## config.mk

```make
export PLATFORM = sky130hd
export DESIGN_NAME = uart_tx_arb_flat
export DESIGN_NICKNAME = d
export VERILOG_FILES = /design/src/rtl/uart_tx_arb_if.sv /design/src/rtl/uart_tx_arb.sv /design/src/flat_wrapper.sv
export SDC_FILE = /design/constraint.sdc
export NUM_CORES = 1
export LEC_CHECK = 0
export BUFFER_PORTS_ARGS = -buffer_cell sky130_fd_sc_hd__buf_2
export CORE_AREA = 2 2 60 62
export CTS_BUF_LIST = sky130_fd_sc_hd__clkbuf_4
export DETAILED_ROUTE_END_ITERATION = 7
export DIE_AREA = 0 0 62 64
export GPL_ROUTABILITY_DRIVEN = 0
export PLACE_DENSITY = 0.8
export SYNTH_ARGS = -nofsm -noshare
export SYNTH_HDL_FRONTEND = slang
export SYNTH_SLANG_ARGS = --single-unit
```

## constraint.sdc

```tcl
create_clock -name clk -period 3.8 [get_ports clk]
set_clock_uncertainty 0.15 [all_clocks]
set_input_delay 0.19 -clock clk [delete_from_list [all_inputs] [get_ports clk]]
set_output_delay 0.19 -clock clk [all_outputs]
set_load 0.01 [all_outputs]
```

## src/rtl/uart_tx_arb_if.sv

```systemverilog
// Client-side and uart_tx-side handshake bundle for uart_tx_arb.
// master = arbiter, slave = clients plus the uart_tx instance.
interface uart_tx_arb_if #(
  parameter int unsigned N = 4
);
  logic [N-1:0]   cli_valid;
  logic [8*N-1:0] cli_data;
  logic [N-1:0]   cli_ready;
  logic [N-1:0]   cli_done;
  logic           utx_req;
  logic [7:0]     utx_data;
  logic           utx_ack;

  modport master (
    input  cli_valid, cli_data, utx_ack,
    output cli_ready, cli_done, utx_req, utx_data
  );

  modport slave (
    output cli_valid, cli_data, utx_ack,
    input  cli_ready, cli_done, utx_req, utx_data
  );
endinterface

```

## src/rtl/uart_tx_arb.sv

```systemverilog
// Round-robin arbiter sharing one toggle-handshake uart_tx among N byte clients.
// One byte per grant; completion reported to the owner once uart_tx acks.
module uart_tx_arb #(
  parameter int unsigned N       = 4,
  parameter int unsigned TIMEOUT = 0
) (
  input  logic                 clk,
  input  logic                 rstn,
  input  logic                 enable,
  uart_tx_arb_if.master        bus,
  output logic                 busy,
  output logic                 err,
  input  logic                 err_clr
);
  localparam int unsigned IW = (N > 1) ? $clog2(N) : 1;
  localparam int unsigned CW = (TIMEOUT > 0) ? $clog2(TIMEOUT + 1) : 1;

  localparam logic [1:0] S_IDLE  = 2'd0;
  localparam logic [1:0] S_ISSUE = 2'd1;
  localparam logic [1:0] S_WAIT  = 2'd2;
  localparam logic [1:0] S_DONE  = 2'd3;

  logic [1:0]    state, state_nxt;
  logic [IW-1:0] last, last_nxt;
  logic [IW-1:0] gnt, gnt_nxt;
  logic [IW-1:0] gsel, idx;
  logic          found;
  logic [7:0]    sel_byte;
  logic [N-1:0]  ready_q, ready_nxt;
  logic [N-1:0]  done_q, done_nxt;
  logic          req_q, req_nxt;
  logic [7:0]    data_q, data_nxt;
  logic [CW-1:0] cnt, cnt_nxt;
  logic          busy_nxt;
  logic          err_set;

  // Round-robin pick: first pending client after the last completed owner
  always_comb begin
    found = 1'b0;
    gsel  = '0;
    idx   = '0;
    for (int k = 1; k <= int'(N); k++) begin
      idx = IW'((int'(last) + k) % int'(N));
      if (!found && bus.cli_valid[idx]) begin
        found = 1'b1;
        gsel  = idx;
      end
    end
  end

  always_comb begin
    sel_byte = '0;
    for (int i = 0; i < int'(N); i++) begin
      if (gsel == IW'(i)) sel_byte = bus.cli_data[8*i +: 8];
    end
  end

  always_comb begin
    state_nxt = state;
    last_nxt  = last;
    gnt_nxt   = gnt;
    ready_nxt = '0;
    done_nxt  = '0;
    req_nxt   = req_q;
    data_nxt  = data_q;
    cnt_nxt   = cnt;
    err_set   = 1'b0;
    case (state)
      S_IDLE: begin
        if (found) begin
          data_nxt  = sel_byte;
          ready_nxt = N'(1) << gsel;
          gnt_nxt   = gsel;
          state_nxt = S_ISSUE;
        end
      end
      S_ISSUE: begin
        req_nxt   = ~req_q;
        cnt_nxt   = '0;
        state_nxt = S_WAIT;
      end
      S_WAIT: begin
        if (bus.utx_ack == req_q) begin
          state_nxt = S_DONE;
        end else if ((TIMEOUT != 0) && (cnt != CW'(TIMEOUT))) begin
          // err fires once, on the cycle the counter lands on TIMEOUT
          cnt_nxt = cnt + CW'(1);
          err_set = (cnt == CW'(TIMEOUT - 1));
        end
      end
      S_DONE: begin
        done_nxt  = N'(1) << gnt;
        last_nxt  = gnt;
        state_nxt = S_IDLE;
      end
      default: state_nxt = S_IDLE;
    endcase
    busy_nxt = (state_nxt != S_IDLE);
  end

  always_ff @(posedge clk or negedge rstn) begin
    if (!rstn) begin
      state   <= S_IDLE;
      last    <= IW'(N - 1);
      gnt     <= '0;
      ready_q <= '0;
      done_q  <= '0;
      req_q   <= 1'b0;
      data_q  <= '0;
      cnt     <= '0;
      busy    <= 1'b0;
      err     <= 1'b0;
    end else if (enable) begin
      state   <= state_nxt;
      last    <= last_nxt;
      gnt     <= gnt_nxt;
      ready_q <= ready_nxt;
      done_q  <= done_nxt;
      req_q   <= req_nxt;
      data_q  <= data_nxt;
      cnt     <= cnt_nxt;
      busy    <= busy_nxt;
      if (err_set)      err <= 1'b1;
      else if (err_clr) err <= 1'b0;
    end
  end

  assign bus.cli_ready = ready_q;
  assign bus.cli_done  = done_q;
  assign bus.utx_req   = req_q;
  assign bus.utx_data  = data_q;
endmodule

```

## src/flat_wrapper.sv

```systemverilog
// flat-port wrapper written by rule: the top's interface ports become plain ports
module uart_tx_arb_flat 
#(
  parameter int unsigned N       = 4,
  parameter int unsigned TIMEOUT = 0
)
  (clk, rstn, enable, busy, err, err_clr, bus_cli_valid, bus_cli_data, bus_utx_ack, bus_cli_ready, bus_cli_done, bus_utx_req, bus_utx_data);
  uart_tx_arb_if #(.N(N)) bus_i ();
  input  logic clk;
  input  logic rstn;
  input  logic enable;
  output logic busy;
  output logic err;
  input  logic err_clr;
  input wire logic [$bits(bus_i.cli_valid)-1:0] bus_cli_valid;
  input wire logic [$bits(bus_i.cli_data)-1:0] bus_cli_data;
  input wire logic [$bits(bus_i.utx_ack)-1:0] bus_utx_ack;
  output wire logic [$bits(bus_i.cli_ready)-1:0] bus_cli_ready;
  output wire logic [$bits(bus_i.cli_done)-1:0] bus_cli_done;
  output wire logic [$bits(bus_i.utx_req)-1:0] bus_utx_req;
  output wire logic [$bits(bus_i.utx_data)-1:0] bus_utx_data;
  assign bus_i.cli_valid = bus_cli_valid;
  assign bus_i.cli_data = bus_cli_data;
  assign bus_i.utx_ack = bus_utx_ack;
  assign bus_cli_ready = bus_i.cli_ready;
  assign bus_cli_done = bus_i.cli_done;
  assign bus_utx_req = bus_i.utx_req;
  assign bus_utx_data = bus_i.utx_data;
  uart_tx_arb #(.N(N), .TIMEOUT(TIMEOUT)) u_core (.clk(clk), .rstn(rstn), .enable(enable), .bus(bus_i), .busy(busy), .err(err), .err_clr(err_clr));
endmodule
```

==> results_dict.tcl, run 1 <==
set metrics [dict create \
    initial_utilization_pct 44.0 \
    p_clk_share_pct 15.9 \
    crit_fanout 4 \
    async_flop_share_pct 100 \
    cts.sinks 24 \
    vias 1255 \
    critical_path_class "reg -> reg" \
    post-route-period-util_pct 55.1 \
    drive_gt1_share_pct 39.2 \
    status "complete, no violations" \
    hpwl_um 2620 \
    grt-ovfl-total 0 \
    final_area_sq_mm 0.00180 \
    antenna_left 0 \
    final_cell_mix "57 x buf_2, 22 x dfrtp_1, 12 x nand2_1" \
    seq_area_frac_synth_pct 41.7 \
    drv_slew 0 \
    numCtsBuffers 3 \
    pin_count 60 \
    finalSetupTns_ns 0 \
    nets 240 \
    path_clk_slew_ns 0.14 \
    cts_buffer_depth 2 \
    syn_nets 182 \
    syn_area_sq_mm 0.00145 \
    switchingPower_mw 0.443 \
    grt_pass1_vias 1209 \
    relSlewSlack_pct 51.5 \
    die_y_um 64 \
    drc 0 \
    endpoint_kind "flop" \
    max_cap_viol_count 0 \
    grt_pass1_wl_um 5390 \
    fillers 302 \
    wl_per_cell_um 13.7 \
    final_common_cell "buf_2" \
    yosysWarnings 0 \
    yosysUniqueCellTypes 47 \
    die_width_um 62 \
    root_buffer "clkbuf_4" \
    antenna_cells 0 \
    synth_ff_type "dfrtp_1" \
    grt_usage_pct 17.6 \
    p_int_mw 0.719 \
    min_path_type "in -> reg" \
    rsz0062_at_grt "no" \
    hold_viol_final 0 \
    drtIter0Drc 39 \
    p_sw_share_pct 38.1 \
    crit_buf_inv 1 \
    worstPathRequired_ns 3.91 \
    path_cells "inv_1 > ha_1 > o311ai_1 > nor4_1 > a22o_1" \
    max_clock_freq_mhz 477 \
    leakagePower_nw 0.848 \
    synth.avg_cell_area_sq_um 10.5 \
    grt_max_degree 25 \
    antenna_found_initial 0 \
    io_buffer_count 57 \
    ff2ff_path_depth 5 \
    cpPeakStageDelay_ns 0.70 \
    placed_cell_area_sq_mm 0.00174 \
    vias_per_cell 5.23 \
    coreArea_sq_mm 0.00328 \
    dr.pass1.iters 4 \
    die_area_sq_mm 0.00397 \
    worstMarginPinSlew_ns 0.720 \
    holdPathStages 3 \
    cp.arrival_ns 2.21 \
    ir_worst_vdd_v 0.000222 \
    start_kind "flop" \
    p_seq_share_pct 38.3 \
    fin_crit_ns 2.09 \
    synth-seq-cells 24 \
    synth-edff-count 0 \
    combPwrFrac_pct 45.8 \
    cp_top_family "simple AND/OR/NAND/NOR gates" \
    rows 21 \
    syn_inst 137 \
    clock_latency_ns 0.31 \
    routed_wl_um 3290 \
    cts_max_level 1 \
    setup_viol 0 \
    power_density_mw_per_mm2 644 \
    worst-path-stages 5 \
    areaGrowthSynthToFinish_pct 24.8 \
    cts_tree "yes" \
    slowest_stage "nor4_1" \
]
==> power by group through the flow <==
stage	Sequential (mW)	Combinational (mW)	Clock (mW)
detailed placement	0.452	0.534	0
finish	0.445	0.532	0.185
global route	0.458	0.600	0.199
CTS	0.445	0.537	0.187
global placement	0.446	0.524	0
floorplan	0.465	0.374	0
==> cells in the mapped netlist (2+ instances only) <==
master / instances / share of area (%)
o2bb2ai_1: 4 / 2.4
a22o_1: 4 / 2.4
o21ai_0: 8 / 2.8
o221a_1: 4 / 3.1
mux2_2: 2 / 1.6
nor4_1: 5 / 2.2
nor2_1: 8 / 2.1
o21a_1: 2 / 1.0
inv_1: 4 / 1.0
clkbuf_1: 2 / 0.52
a211oi_1: 6 / 3.1
mux2_1: 4 / 3.1
nor3_1: 4 / 1.4
dfrtp_1: 22 / 38
nand2_1: 12 / 3.1
dfstp_2: 2 / 3.6
ha_1: 4 / 3.5
nand2b_1: 3 / 1.3
mux2i_1: 6 / 4.2
a31oi_1: 4 / 1.7
==> cell families after synthesis <==
| family | synth area share (%) |
|---|---|
| xor gates and xnor gates | 1.21 |
| buffers and inverters | 4.50 |
| AOI/OAI and AO/OA | 23.6 |
| and+or+nand+nor | 16.4 |
| other | 0.259 |
| adders and majority gates | 3.46 |
| muxes | 8.83 |
| DFF | 41.7 |
==> worst min-delay path: stages <==
cell and delay, ns:
buf_2 0.09, mux2i_1 0.11, a211oi_1 0.08
==> sequential cells by signal, indices dropped and copies added, names as in the netlist <==
signal and cells:
u_core.busy 1, u_core.bus.cli_ready 4, u_core.gnt 2, u_core.state 2, u_core.bus.utx_data 8, u_core.last 2
u_core.bus.cli_done 4, u_core.bus.utx_req 1
==> through the flow <==
step / setup slack [ns] / utilization (%) / power [mW] / instances / hold slack [ns]
after floorplan: 1.81 / - / 0.839 / 137 / -0.256
after global placement: 1.74 / 53.0 / 0.969 / 235 / 0.0406
after detailed placement: 1.75 / 53.0 / 0.986 / 235 / 0.0476
after CTS: 1.72 / 54.9 / 1.17 / 240 / 0.0363
after global routing: 1.61 / 54.9 / 1.26 / 240 / 0.0474
final: 1.71 / 54.9 / 1.16 / 240 / 0.0361
==> final cells by class <==
class	instances	area, sq um	share of cell area [%]
Timing Repair Buffer	58	295	16.4
Inverter	5	18.8	1.04
Sequential cell	24	603	33.4
Clock inverter	1	30.0	1.66
Tap cell	46	57.6	3.19
Multi-Input combinational cell	103	777	43.1
Clock buffer	3	22.5	1.25
==> final timing paths <==
kind	start	endpoint	slack (ns)
setup / recovery	u_core.state[0]$_DFFE_PN0P_	u_core.bus.cli_ready[2]$_DFFE_PN0P_	1.71
hold / removal	bus_cli_data[0]	u_core.bus.utx_data[0]$_DFFE_PN0P_	0.04
setup reg to reg	u_core.state[0]$_DFFE_PN0P_	u_core.bus.cli_ready[2]$_DFFE_PN0P_	1.71
hold reg to reg	u_core.bus.cli_done[2]$_DFFE_PN0P_	u_core.bus.cli_done[2]$_DFFE_PN0P_	0.34
max in group asynchronous	rstn	u_core.last[0]$_DFFE_PN1P_	2.92
min in group asynchronous	rstn	u_core.bus.cli_done[0]$_DFFE_PN0P_	0.22
==> timing repair <==
| item | in CTS | in global routing |
|---|---|---|
| resized for setup | 0 | 0 |
| hold buffers | 1 | 0 |
| endpoints found under the hold margin | 22 | 0 |
| setup buffers | 0 | 0 |
==> layer usage <==
layer  track usage, %  vias up  wire, um
met3             2.23        2       130
met1             24.5      594      1530
met2             27.5       30      1600
met4             5.85        0        27
li1                 -      629         -
met5                0        -         0
(Power assumes the default switching activity.)
==> run 2, diff against run 1 <==
--- a/config.mk
+++ b/config.mk
@@ -11,7 +11,7 @@
 export DETAILED_ROUTE_END_ITERATION = 7
 export DIE_AREA = 0 0 62 64
 export GPL_ROUTABILITY_DRIVEN = 0
-export PLACE_DENSITY = 0.8
+export PLACE_DENSITY = 0.83
 export SYNTH_ARGS = -nofsm -noshare
 export SYNTH_HDL_FRONTEND = slang
 export SYNTH_SLANG_ARGS = --single-unit
==> constraint.sdc (replaced) <==
create_clock -name clk -period 1.8 [get_ports clk]
set_clock_uncertainty 0.15 [all_clocks]
set_input_delay 0.09 -clock clk [delete_from_list [all_inputs] [get_ports clk]]
set_output_delay 0.09 -clock clk [all_outputs]
set_load 0.01 [all_outputs]
==> run 2 against run 1 <==
  * The run now ends with negative setup slack left
  * Critical path depth stayed put
  * Die area is the same
  * Via count increased by 33%
  * Highest routed layer unchanged
  * Clock-buffer cell count is the same
  * First-iteration DRC count rose by 130%
  * Total power grew to 2.7 times the previous value
  * Cell count grew 20%
  * Cell area grew 30%
==> results_dict.tcl, run 2 (synthesis results as in run 1) <==
set metrics [dict create \
    status "finished, violations left" \
    violations "negative setup slack" \
    relSlewSlack_pct 58.3 \
    place_inst 258 \
    antenna_cells 0 \
    wl_per_cell_um 19.2 \
    fin_ws_ns -0.281 \
    nets 287 \
    antenna_found_initial 0 \
    die_y_um 64 \
    finalNonFillerCells 287 \
    final_area_sq_mm 0.00234 \
    worstMarginPinSlew_ns 0.625 \
    grt_max_degree 25 \
    grt-ovfl-total 0 \
    drc 0 \
    path_clk_slew_ns 0.15 \
    holdPathStages 3 \
    post-route-period-util_pct 116 \
    io_buffer_count 57 \
    rsz0062_at_grt "yes" \
    cts_tree "yes" \
    fillers 218 \
    grt_usage_pct 26.5 \
    min_path_type "in -> reg" \
    drtIter0Drc 88 \
    grt_pass1_wl_um 7670 \
    setup_viol 13 \
    dr.pass1.iters 4 \
    final_common_cell "buf_2" \
    root_buffer "clkbuf_4" \
    vias 1670 \
    hold_viol_final 0 \
    fin_crit_ns 2.08 \
    grt_pass1_vias 1670 \
    cts_buffer_depth 2 \
    coreArea_sq_mm 0.00328 \
    rows 21 \
    pin_count 60 \
    power_density_mw_per_mm2 1340 \
    cp.arrival_ns 2.17 \
    cts_max_level 1 \
    ir_worst_vdd_v 0.000708 \
    endpoint_kind "flop" \
    areaGrowthSynthToFinish_pct 62.0 \
    final_cell_mix "57 x buf_2, 27 x buf_4, 22 x dfrtp_1" \
    clock_latency_ns 0.34 \
    critical_path_class "reg -> reg" \
    hpwl_um 2840 \
    leakagePower_nw 1.09 \
    crit_fanout 5 \
    drive_gt1_share_pct 51.5 \
    placed_cell_area_sq_mm 0.00191 \
    cts.sinks 24 \
    ff2ff_path_depth 5 \
    numCtsBuffers 3 \
    largest_register_ffs 8 \
    die_width_um 62 \
    start_kind "flop" \
    antenna_left 0 \
    max_clock_freq_mhz 481 \
    max_cap_viol_count 0 \
    drv_slew 0 \
    die_area_sq_mm 0.00397 \
    vias_per_cell 5.82 \
    worstPathRequired_ns 1.89 \
    routed_wl_um 5500 \
    initial_utilization_pct 44.0 \
]
## run 2: final timing paths
kind                                               startpoint                            endpoint  slack (ns)
max in group asynchronous                                rstn          u_core.last[0]$_DFFE_PN1P_        1.02
setup reg to reg                   u_core.last[1]$_DFFE_PN1P_  u_core.bus.utx_data[6]$_DFFE_PN0P_       -0.28
setup / recovery                   u_core.last[1]$_DFFE_PN1P_  u_core.bus.utx_data[6]$_DFFE_PN0P_       -0.28
hold / removal                               bus_cli_data[21]  u_core.bus.utx_data[5]$_DFFE_PN0P_       0.005
hold reg to reg            u_core.bus.cli_done[3]$_DFFE_PN0P_  u_core.bus.cli_done[3]$_DFFE_PN0P_        0.35
min in group asynchronous                                rstn           u_core.gnt[1]$_DFFE_PN0P_        0.10
## run 2: what timing repair did
item                       CTS  global route
resized for setup            6            23
buffers inserted             0             6
hold endpoints to repair    37             2
setup endpoints to repair   12            13
pin swaps                    0             5
cloned                       1             0
hold buffers                16             2
## run 2: final cells by class
cell class / instances / area [sq um] / share of cell area [%]
Multi-Input combinational cell: 104 / 918 / 39.2
Timing Repair Buffer: 104 / 691 / 29.5
Sequential cell: 24 / 603 / 25.8
Tap cell: 46 / 57.6 / 2.46
Clock inverter: 1 / 30.0 / 1.28
Clock buffer: 3 / 22.5 / 0.962
Inverter: 5 / 18.8 / 0.802
## run 2: routing by layer
layer	vias to the layer above	global-route usage, %	routed length, um	part of all wire [%]
li1	724	-	-	-
met1	788	27.7	1840	33
met2	111	44.1	2670	48
met3	47	5.06	464	8.4
met4	0	20.7	531	9.6
met5	-	0	0	0
## run 2: worst max-delay path, stage by stage (launching register included)
cell and delay [ns]:
dfstp_2 0.62, mux2i_4 0.29, nor2_4 0.07, or3_4 0.38, mux2i_1 0.16, a221oi_2 0.31
## run 2: stage by stage
step | setup WS [ns] | total power [mW] | TNS [ns] | hold WS, ns | util [%]
after detailed placement | -0.143 | 2.32 | -0.723 | -0.0478 | 58.3
after floorplan | -0.188 | 1.77 | -0.751 | -0.356 | -
final | -0.281 | 3.15 | -2.32 | 0.00534 | 71.3
after CTS | -0.143 | 2.81 | -0.927 | 0.000386 | 65.8
after global placement | -0.0600 | 2.28 | -0.373 | -0.0587 | 58.3
after global routing | -0.308 | 3.32 | -2.74 | 0.00955 | 71.3
## run 2: where the power goes
group	leakage, nW	internal (mW)	switching, mW	total (mW)
combinational	0.773	0.896	0.903	1.80
clock	0.0279	0.226	0.182	0.407
sequential	0.290	0.769	0.172	0.942
total	1.09	1.89	1.26	3.15
